## src/rtl/parameters.sv

```systemverilog
// Multi-channel synchronizer with per-channel stability filter and rise/fall pulse outputs.
// Define TESSENT_SYNC_FILTER_EN to build the filter counters and pending flag.
module parameters #(
    parameter int unsigned       WIDTH         = 1,
    parameter int unsigned       STAGES        = 2,
    parameter logic [WIDTH-1:0]  RESET_VALUE   = {WIDTH{1'b0}},
    parameter int unsigned       FILTER_CYCLES = 4
) (
    input  logic             clk,
    input  logic             rn,
    input  logic [WIDTH-1:0] d,
    output logic [WIDTH-1:0] q,
    output logic [WIDTH-1:0] rise,
    output logic [WIDTH-1:0] fall,
    output logic             pending
);

    if (STAGES < 2) begin : g_bad_stages
        $error("parameters: STAGES must be 2 or more");
    end
    if (FILTER_CYCLES < 1) begin : g_bad_filter
        $error("parameters: FILTER_CYCLES must be 1 or more");
    end

    logic [WIDTH-1:0] sync_q [STAGES];
    logic [WIDTH-1:0] s;
    logic [WIDTH-1:0] q_q, q_d;
    logic [WIDTH-1:0] rise_q, rise_d;
    logic [WIDTH-1:0] fall_q, fall_d;

    // Plain flop chain: no logic between stages.
    always_ff @(posedge clk) begin
        if (!rn) begin
            for (int k = 0; k < STAGES; k++) begin
                sync_q[k] <= RESET_VALUE;
            end
        end else begin
            sync_q[0] <= d;
            for (int k = 1; k < STAGES; k++) begin
                sync_q[k] <= sync_q[k-1];
            end
        end
    end

    assign s = sync_q[STAGES-1];

`ifdef TESSENT_SYNC_FILTER_EN
    localparam int unsigned     CntW   = $clog2(FILTER_CYCLES + 1);
    localparam logic [CntW-1:0] CntMax = CntW'(FILTER_CYCLES - 1);

    logic [CntW-1:0] cnt_q [WIDTH];
    logic [CntW-1:0] cnt_d [WIDTH];
    logic            pending_q, pending_d;

    // A channel only follows s after FILTER_CYCLES consecutive differing samples.
    always_comb begin
        q_d       = q_q;
        rise_d    = '0;
        fall_d    = '0;
        pending_d = 1'b0;
        for (int i = 0; i < WIDTH; i++) begin
            cnt_d[i] = '0;
            if (s[i] != q_q[i]) begin
                if (cnt_q[i] == CntMax) begin
                    q_d[i]    = s[i];
                    rise_d[i] = s[i];
                    fall_d[i] = ~s[i];
                end else begin
                    cnt_d[i] = cnt_q[i] + 1'b1;
                end
            end
            pending_d = pending_d | (|cnt_d[i]);
        end
    end

    always_ff @(posedge clk) begin
        if (!rn) begin
            for (int i = 0; i < WIDTH; i++) begin
                cnt_q[i] <= '0;
            end
            pending_q <= 1'b0;
        end else begin
            for (int i = 0; i < WIDTH; i++) begin
                cnt_q[i] <= cnt_d[i];
            end
            pending_q <= pending_d;
        end
    end

    assign pending = pending_q;
`else
    always_comb begin
        q_d    = s;
        rise_d = s & ~q_q;
        fall_d = ~s & q_q;
    end

    assign pending = 1'b0;
`endif

    // Reset never produces pulses, even when q changes value.
    always_ff @(posedge clk) begin
        if (!rn) begin
            q_q    <= RESET_VALUE;
            rise_q <= '0;
            fall_q <= '0;
        end else begin
            q_q    <= q_d;
            rise_q <= rise_d;
            fall_q <= fall_d;
        end
    end

    assign q    = q_q;
    assign rise = rise_q;
    assign fall = fall_q;

endmodule

```

## config.mk

```make
export PLATFORM = sky130hd
export DESIGN_NAME = parameters
export DESIGN_NICKNAME = d
export VERILOG_FILES = /design/src/rtl/parameters.sv
export SDC_FILE = /design/constraint.sdc
export NUM_CORES = 1
export LEC_CHECK = 0
export ABC_AREA = 1
export CORE_AREA = 2 2 39 41
export DETAILED_ROUTE_END_ITERATION = 16
export DIE_AREA = 0 0 41 43
export HOLD_SLACK_MARGIN = 0.05
export PLACE_DENSITY_LB_ADDON = 0.3
export RECOVER_POWER = 50
export SLEW_MARGIN = 20
export SYNTH_ARGS = -nofsm -noshare
export SYNTH_HDL_FRONTEND = slang
export SYNTH_SLANG_ARGS = --single-unit
```

## constraint.sdc

```tcl
create_clock -name clk -period 0.8 [get_ports clk]
set_clock_uncertainty 0.1 [all_clocks]
set_input_delay 0.16 -clock clk [delete_from_list [all_inputs] [get_ports clk]]
set_output_delay 0.16 -clock clk [all_outputs]
set_load 0.01 [all_outputs]
```

==> results.sh, run 1 <==
export IMPL_status="complete, but fails checks"
export IMPL_failed_checks="negative setup slack"
export IMPL_dp_hpwl_um=172
export IMPL_wl_um=232
export IMPL_syn_to_final_growth_pct=61.9
export IMPL_layout_drive_gt1_share=0.360
export IMPL_track_usage=0.0422
export IMPL_fin_crit_sh=1.15
export IMPL_yosys_warnings=0
export IMPL_clkTransAtPathRegs_ps=40
export IMPL_grt_setup_unrepaired="true"
export IMPL_crit_buf_inv=1
export IMPL_total_power_uw=570
export IMPL_finalWorstPathRequiredPeriod_ps=919
export IMPL_fin_area_um2=239
export IMPL_synth_compound_area_frac=0
export IMPL_synthesis_instances=16
export IMPL_criticalPathCategory="register to output pin"
export IMPL_slew_viol_final=0
export IMPL_dr_total_vias=114
export IMPL_synth_top_cell_by_area="dfxtp_1"
export IMPL_fin_cells=41
export IMPL_synthMuxAreaShare=0
export IMPL_drc=0
export IMPL_synth_simple_area_share=0.169
export IMPL_startpoint="q"
export IMPL_cp_slowest_cell="dfxtp_2"
export IMPL_cts_tree="built"
export IMPL_place_area_um2=218
export IMPL_r2r_start="q"
export IMPL_critical_path_arrival_ps=660
export IMPL_yosysTopAreaCellShare=0.678
export IMPL_critPathMaxStageDelay_ps=310
export IMPL_grt_pass1_wl_um=379
export IMPL_synth_area_um2=148
export IMPL_power_density_mw_per_mm2=2380
export IMPL_vias_per_cell=2.78
export IMPL_grt_ovfl_total=0
export IMPL_synth_area_leaders="dfxtp_1 68%, nand2_1 10%, inv_1 7.6%, buf_4 5.1%, nor2_2 4.2%"
export IMPL_die_w_um=41
export IMPL_syn_area_per_cell_um2=9.23
export IMPL_endpoint_kind="output pin"
export IMPL_wl_per_cell_um=5.66
export IMPL_clock_path_buffers=2
export IMPL_cts_setup_buffers=0
export IMPL_hold_viol_final=0
export IMPL_ys_ff_latch=5
export IMPL_grt_max_degree=5
export IMPL_synth_nets=19
export IMPL_portBuffers=5
export IMPL_detail_route_antenna_nets=0
export IMPL_place_inst=37
export IMPL_clock_sinks=5
export IMPL_floorplan_initialDensity=0.107
export IMPL_drt_first_pass_iters=2
export IMPL_clk_latency_ps=230
export IMPL_holdBufCountCts=0
export IMPL_io_pins=7
export IMPL_hp_start="rn"
export IMPL_holdCritPathClass="primary input to register"
export IMPL_setup_viol=3
export IMPL_gp_congestion=0.487
export IMPL_cts_root_buffer="clkbuf_4"
export IMPL_fp_dieH_um=43
export IMPL_antennaDiodeCount=0
export IMPL_pre_cts_slack_ps=-297
export IMPL_drtIter0Drc=1
export IMPL_crit_required_ps=540
export IMPL_finalWorstSetupSlack_ps=-119
export IMPL_antenna_found_initial=0
export IMPL_p_leak_uw=0.000137
export IMPL_fmax_mhz=1090
export IMPL_cts_buffers=3
export IMPL_std_cell_rows=14
export IMPL_holdWs_ps=103
export IMPL_cap_violations=0
export IMPL_grt_pass1_vias=114
export IMPL_path_delay_family="flip-flops"
export IMPL_synth_fa_ha_area_frac=0
export IMPL_htreeDepth=1
export IMPL_finalNetCount=29
export IMPL_cp_start_kind="register"
export IMPL_vdd_drop_max_mv=0.375
export IMPL_crit_fanout=2
export IMPL_core_mm2=0.00138
export IMPL_crit_chain="buf_6"
export IMPL_synth_top_family_by_area="simple AND/OR/NAND/NOR gates"
export IMPL_dieArea_mm2=0.00176
export IMPL_ys_seq_area_frac=0.678
export IMPL_synthXorXnorAreaFrac=0
export IMPL_synth_distinct_cells=7
[routing by layer]
layer  track usage  routed length, um  vias to the layer above  share of wire
li1              -                  -                       60              -
met1        0.0323                 89                       48           0.38
met2        0.0344                 89                        6           0.38
met3        0.0471                 53                        0           0.23
met4        0.0800                  0                        0              0
met5             0                  0                        -              0
[final cells by class]
type | count | area [um2]
Fill cell | 161 | 1140
Sequential cell | 5 | 101
Timing Repair Buffer | 6 | 51.3
Multi-Input combinational cell | 7 | 28.8
Clock buffer | 4 | 26.3
Tap cell | 16 | 20.0
Inverter | 3 | 11.3
[registers in the layout (all words and copies together), names as in the netlist]
register	flops
sync_q	2
q	1
fall	1
rise	1
[cell usage after synthesis (all sizes together)]
library cell and instances:
dfxtp 5, conb 1, inv 3, nand2 4, nor2 2, buf 1
[tightest hold or removal path: cells and delay by family]
| family | cells | cell delay (ps) |
|---|---|---|
| and+or+nand+nor | 1 | 70 |
| buffers and inverters | 2 | 180 |
[power by group]
part	total (uW)	leakage, uW	switching [uW]	internal, uW
Clock	281	0.0000150	93.1	188
Sequential	262	0.0000414	2.95	259
Combinational	27.0	0.0000811	12.3	14.7
Total	570	0.000137	108	461
[metrics by stage]
step	util	TNS (ps)
after CTS	0.171	-380
after detailed placement	0.157	-1740
after floorplan	-	0
after global placement	0.157	-1710
final	0.173	-334
after global routing	0.173	-430
[cells in the final DEF, fill, tap and decap left out, drive strengths merged]
cell type,synthesis,layout
clkbuf,0,4
inv,3,3
dfxtp,5,5
conb,1,1
nand2,4,4
buf,1,4
nor2,2,2
dlygate4sd3,0,1
dlymetal6s2s,0,1
[cells by family after synthesis]
logic type             count (synthesis)
buffers and inverters                  4
AND/OR/NAND/NOR                        6
flip-flops                             5
other                                  1
[path summary, 6_finish.rpt]
path	end	slack, ps	cells after the start
hold / removal	sync_q[0][1]	100	3
setup / recovery	q	-120	1
hold reg to reg	fall	310	1
setup reg to reg	fall	70	3
[repair_timing]
item,CTS,global route
cloned,0,0
pin swaps,0,0
setup endpoints to repair,3,4
gates resized for setup,14,1
(Power assumes the default switching activity.)
==> run 2, diff against run 1 <==
--- a/config.mk
+++ b/config.mk
@@ -10,7 +10,7 @@
 export DETAILED_ROUTE_END_ITERATION = 16
 export DIE_AREA = 0 0 41 43
 export HOLD_SLACK_MARGIN = 0.05
-export PLACE_DENSITY_LB_ADDON = 0.3
+export PLACE_DENSITY = 0.36
 export RECOVER_POWER = 50
 export SLEW_MARGIN = 20
 export SYNTH_ARGS = -nofsm -noshare
==> constraint.sdc (replaced) <==
create_clock -name clk -period 0.8 [get_ports clk]
set_clock_uncertainty 0.1 [all_clocks]
set_input_delay 0.16 -clock clk [delete_from_list [all_inputs] [get_ports clk]]
set_output_delay 0.16 -clock clk [all_outputs]
set_load 0.05 [all_outputs]
==> run 2 against run 1 <==
Flip-flop and latch count unchanged. Wire length rose by 22%. Clock power about the same. The flow still finishes with violations (negative setup slack). Register-to-register slack got worse by 50 ps. First-iteration DRC count increased to 4.0 times the previous value. Largest cell class unchanged. Power increased by 5.2%. Worst hold slack got worse by 12 ps. Sequential share of layout area is 4.8 points lower.
==> results.sh, run 2 (synthesis gave the netlist of run 1 again) <==
export IMPL_status="complete, but fails checks"
export IMPL_final_common_cell="nand2_1"
export IMPL_antenna_found_initial=0
export IMPL_syn_to_final_growth_pct=91.5
export IMPL_htreeDepth=1
export IMPL_finalWorstPathRequiredPeriod_ps=982
export IMPL_vias_per_cell=3.05
export IMPL_failed_checks="negative setup slack"
export IMPL_drt_first_pass_iters=4
export IMPL_endpoint_kind="output pin"
export IMPL_track_usage=0.0361
export IMPL_regArea_um2=106
export IMPL_cts_buffers=3
export IMPL_vdd_drop_max_mv=0.241
export IMPL_multi_input_area_um2=28.8
export IMPL_fin_cells=41
export IMPL_core_mm2=0.00138
export IMPL_wl_per_cell_um=6.90
export IMPL_clock_path_buffers=2
export IMPL_grt_ovfl_total=0
export IMPL_dp_hpwl_um=223
export IMPL_crit_required_ps=540
export IMPL_crit_chain="buf_12"
export IMPL_cap_violations=0
export IMPL_cts_root_buffer="clkbuf_4"
export IMPL_gp_congestion=0.546
export IMPL_cts_tree="built"
export IMPL_place_inst=36
export IMPL_place_area_um2=244
export IMPL_fin_crit_sh=1.23
export IMPL_floorplan_initialDensity=0.107
export IMPL_top_layer="met3"
export IMPL_fin_area_um2=283
export IMPL_clk_latency_ps=240
export IMPL_setup_viol=3
export IMPL_path_delay_family="flip-flops"
export IMPL_std_cell_rows=14
export IMPL_criticalPathCategory="register to output pin"
export IMPL_dr_wl_met3_um=39
export IMPL_portBuffers=5
export IMPL_grt_pass1_wl_um=365
export IMPL_regMostFlops="sync_q"
export IMPL_cp_start_kind="register"
export IMPL_cp_slowest_cell="dfxtp_4"
export IMPL_layout_drive_gt1_share=0.440
export IMPL_crit_buf_inv=1
export IMPL_dr_total_vias=125
export IMPL_antennaDiodeCount=0
export IMPL_finalWorstSetupSlack_ps=-182
export IMPL_total_power_uw=599
export IMPL_grt_setup_unrepaired="true"
export IMPL_slew_viol_final=0
export IMPL_met1Wirelength_um=66
export IMPL_p_leak_uw=0.000146
export IMPL_wl_met2_um=177
export IMPL_fmax_mhz=1020
export IMPL_power_density_mw_per_mm2=2120
export IMPL_wl_um=283
export IMPL_clock_sinks=5
export IMPL_grt_pass1_vias=115
export IMPL_dieArea_mm2=0.00176
export IMPL_largest_reg_flops=2
export IMPL_drc=0
export IMPL_holdCritPathClass="primary input to register"
export IMPL_critical_path_arrival_ps=720
export IMPL_clkTransAtPathRegs_ps=40
export IMPL_hold_viol_final=0
export IMPL_grt_max_degree=5
export IMPL_drtIter0Drc=4
export IMPL_final_cell_mix="4 x nand2_1, 3 x inv_1, 3 x clkbuf_4, 3 x buf_12"
export IMPL_die_w_um=41
export IMPL_critPathMaxStageDelay_ps=340
export IMPL_crit_fanout=2
export IMPL_nFillCells=149
export IMPL_holdBufCountCts=0
export IMPL_fp_dieH_um=43
export IMPL_detail_route_antenna_nets=0
export IMPL_io_pins=7
export IMPL_finalNetCount=29
-- run 2: per-layer routing --
metal,up-vias,track usage
li1,59,-
met1,58,0.0161
met2,8,0.0594
met3,0,0.0157
met4,0,0.0600
met5,-,0
-- run 2: stage by stage --
| stage | hold WS, ps | setup TNS [ps] | util | setup slack, ps |
|---|---|---|---|---|
| floorplan | 153 | -2.09 | - | -2.09 |
| global placement | 303 | -888 | 0.176 | -221 |
| detailed placement | 315 | -906 | 0.176 | -218 |
| CTS | 321 | -554 | 0.203 | -198 |
| global route | 118 | -555 | 0.204 | -199 |
| finish | 90.9 | -500 | 0.204 | -182 |
-- run 2: layout make-up --
class                      count  share of cell area
clock buffer                   4              0.0929
inverter                       3              0.0398
multi-input combinational      7               0.102
sequential                     5               0.376
tap                           16              0.0708
timing repair buffer           6               0.319
-- run 2: timing repair --
item                                   in CTS  in global routing
resized for setup                           1                  1
endpoints found under the hold margin       0                  0
buffers inserted                            1                  0
setup endpoints to repair                   3                  5
pin swaps                                   0                  0
-- run 2: path summary, 6_finish.rpt --
| kind | cells after the start | slack, ps | startpoint | endpoint |
|---|---|---|---|---|
| setup / recovery | 1 | -180 | q | q |
| hold / removal | 3 | 90 | rn | sync_q[0][0] |
| setup reg to reg | 3 | 20 | q | fall |
| hold reg to reg | 1 | 320 | sync_q[0][1] | fall |
-- run 2: power breakdown --
| part | leakage (uW) | internal [uW] | switching (uW) |
|---|---|---|---|
| Clock | 0.0000150 | 188 | 94.7 |
| Sequential | 0.0000426 | 257 | 5.14 |
| Combinational | 0.0000888 | 23.8 | 31.2 |
==> run 3, diff against run 2 <==
--- a/config.mk
+++ b/config.mk
@@ -6,9 +6,9 @@
 export NUM_CORES = 1
 export LEC_CHECK = 0
 export ABC_AREA = 1
-export CORE_AREA = 2 2 39 41
+export CORE_AREA = 3 3 40 42
 export DETAILED_ROUTE_END_ITERATION = 16
-export DIE_AREA = 0 0 41 43
+export DIE_AREA = 0 0 43 45
 export HOLD_SLACK_MARGIN = 0.05
 export PLACE_DENSITY = 0.36
 export RECOVER_POWER = 50
==> run 3 against run 2 <==
The flow still finishes with violations (negative setup slack). Power grew 0.35%. Core utilization grew 1.9 points. Cell area grew 1.3%. Sequential share of layout area shrank 0.49 points. Critical path type unchanged. Critical endpoint unchanged. Largest power group unchanged.
==> results.sh, run 3 (synthesis gave the netlist of run 1 again) <==
export IMPL_swShare=0.221
export IMPL_slew_viol_final=0
export IMPL_cp_slowest_cell="dfxtp_4"
export IMPL_endpoint_kind="output pin"
export IMPL_largest_reg_flops=2
export IMPL_crit_chain="buf_12"
export IMPL_crit_fanout=2
export IMPL_htreeDepth=1
export IMPL_std_cell_rows=13
export IMPL_critPathMaxStageDelay_ps=340
export IMPL_grt_ovfl_total=0
export IMPL_power_density_mw_per_mm2=2100
export IMPL_dieArea_mm2=0.00194
export IMPL_cap_violations=0
export IMPL_vdd_drop_max_mv=0.897
export IMPL_antenna_found_initial=0
export IMPL_p_int_uw=469
export IMPL_dr_total_vias=119
export IMPL_syn_to_final_growth_pct=94.1
export IMPL_gp_congestion=0.539
export IMPL_cp_start_kind="register"
export IMPL_critical_path_arrival_ps=720
export IMPL_holdCritPathClass="primary input to register"
export IMPL_core_mm2=0.00128
export IMPL_detail_route_antenna_nets=0
export IMPL_fin_cells=40
export IMPL_fin_crit_sh=1.23
export IMPL_finalWorstSetupSlack_ps=-185
export IMPL_final_cell_mix="3 x nand2_1, 3 x inv_1, 3 x clkbuf_4, 3 x buf_12"
export IMPL_crit_buf_inv=1
export IMPL_criticalPathCategory="register to output pin"
export IMPL_wl_per_cell_um=6.40
export IMPL_path_delay_family="flip-flops"
export IMPL_drc=0
export IMPL_grt_pass1_vias=121
export IMPL_clockPowerShare=0.471
export IMPL_drt_first_pass_iters=4
export IMPL_power_frac_comb=0.094
export IMPL_power_switching_uw=133
export IMPL_grt_max_degree=5
export IMPL_pre_cts_slack_ps=-215
export IMPL_fin_setup_tns_ps=-514
export IMPL_seqPwrFrac=0.435
export IMPL_cts_tree="built"
export IMPL_die_w_um=43
export IMPL_wl_um=256
export IMPL_status="complete, but fails checks"
export IMPL_failed_checks="negative setup slack"
export IMPL_regMostFlops="sync_q"
export IMPL_fmax_mhz=1020
export IMPL_finalWorstPathRequiredPeriod_ps=985
export IMPL_io_pins=7
export IMPL_clock_sinks=5
export IMPL_clock_path_buffers=2
export IMPL_p_leak_uw=0.000147
export IMPL_layout_drive_gt1_share=0.520
export IMPL_portBuffers=5
export IMPL_vias_per_cell=2.98
export IMPL_cts_root_buffer="clkbuf_4"
export IMPL_fp_dieH_um=45
export IMPL_place_inst=35
export IMPL_cts_buffers=3
export IMPL_antennaDiodeCount=0
export IMPL_track_usage=0.0375
export IMPL_holdBufCountCts=0
export IMPL_drtIter0Drc=3
export IMPL_hold_viol_final=0
export IMPL_clkTransAtPathRegs_ps=40
export IMPL_dp_hpwl_um=176
export IMPL_grt_pass1_wl_um=420
export IMPL_crit_required_ps=540
export IMPL_finalNetCount=29
export IMPL_setup_viol=3
export IMPL_floorplan_initialDensity=0.115
export IMPL_grt_setup_unrepaired="true"
export IMPL_clk_latency_ps=230
export IMPL_total_power_uw=602
## run 3: worst paths after layout
path	startpoint	to	slack [ps]	cells after the start
worst max register to register	q	fall	30	3
worst max-delay path	q	q	-180	1
worst min register to register	sync_q[0][1]	fall	310	1
worst min-delay path	rn	sync_q[0][0]	120	3
## run 3: worst min-delay path, stage by stage
cell and delay [ps]:
dlymetal6s2s_1 160, nand2_1 70, inv_1 40
## run 3: power groups by stage
| stage | Combinational, uW | Sequential (uW) | Clock (uW) |
|---|---|---|---|
| final | 56.4 | 262 | 283 |
| after floorplan | 19.5 | 279 | 0 |
| after CTS | 56.9 | 261 | 290 |
| after global routing | 59.4 | 262 | 326 |
| after global placement | 53.3 | 268 | 0 |
| after detailed placement | 54.2 | 269 | 0 |
## run 3: metal layers
layer	track usage	wire length, um	vias up
met3	0.0637	71	0
li1	-	-	61
met5	0	0	-
met2	0.0569	108	12
met1	0.0169	76	46
met4	0.0181	0	0
## run 3: layout make-up
cell class,instances,area (um2)
Multi-Input combinational cell,7,33.8
Timing Repair Buffer,6,90.1
Tap cell,15,18.8
Sequential cell,5,106
Fill cell,142,998
Clock buffer,4,26.3
Inverter,3,11.3
## run 3: stage by stage
stage	utilization	hold slack (ps)	area, um2
after CTS	0.217	304	279
after detailed placement	0.189	301	243
after global routing	0.223	126	287
final	0.223	121	287
after global placement	0.189	286	243
after floorplan	-	153	151
## run 3: what timing repair did
| item | in CTS | in global routing |
|---|---|---|
| resized for setup | 1 | 3 |
| buffers inserted | 1 | 0 |
| hold endpoints to repair | 0 | 0 |
| setup endpoints to repair | 3 | 4 |
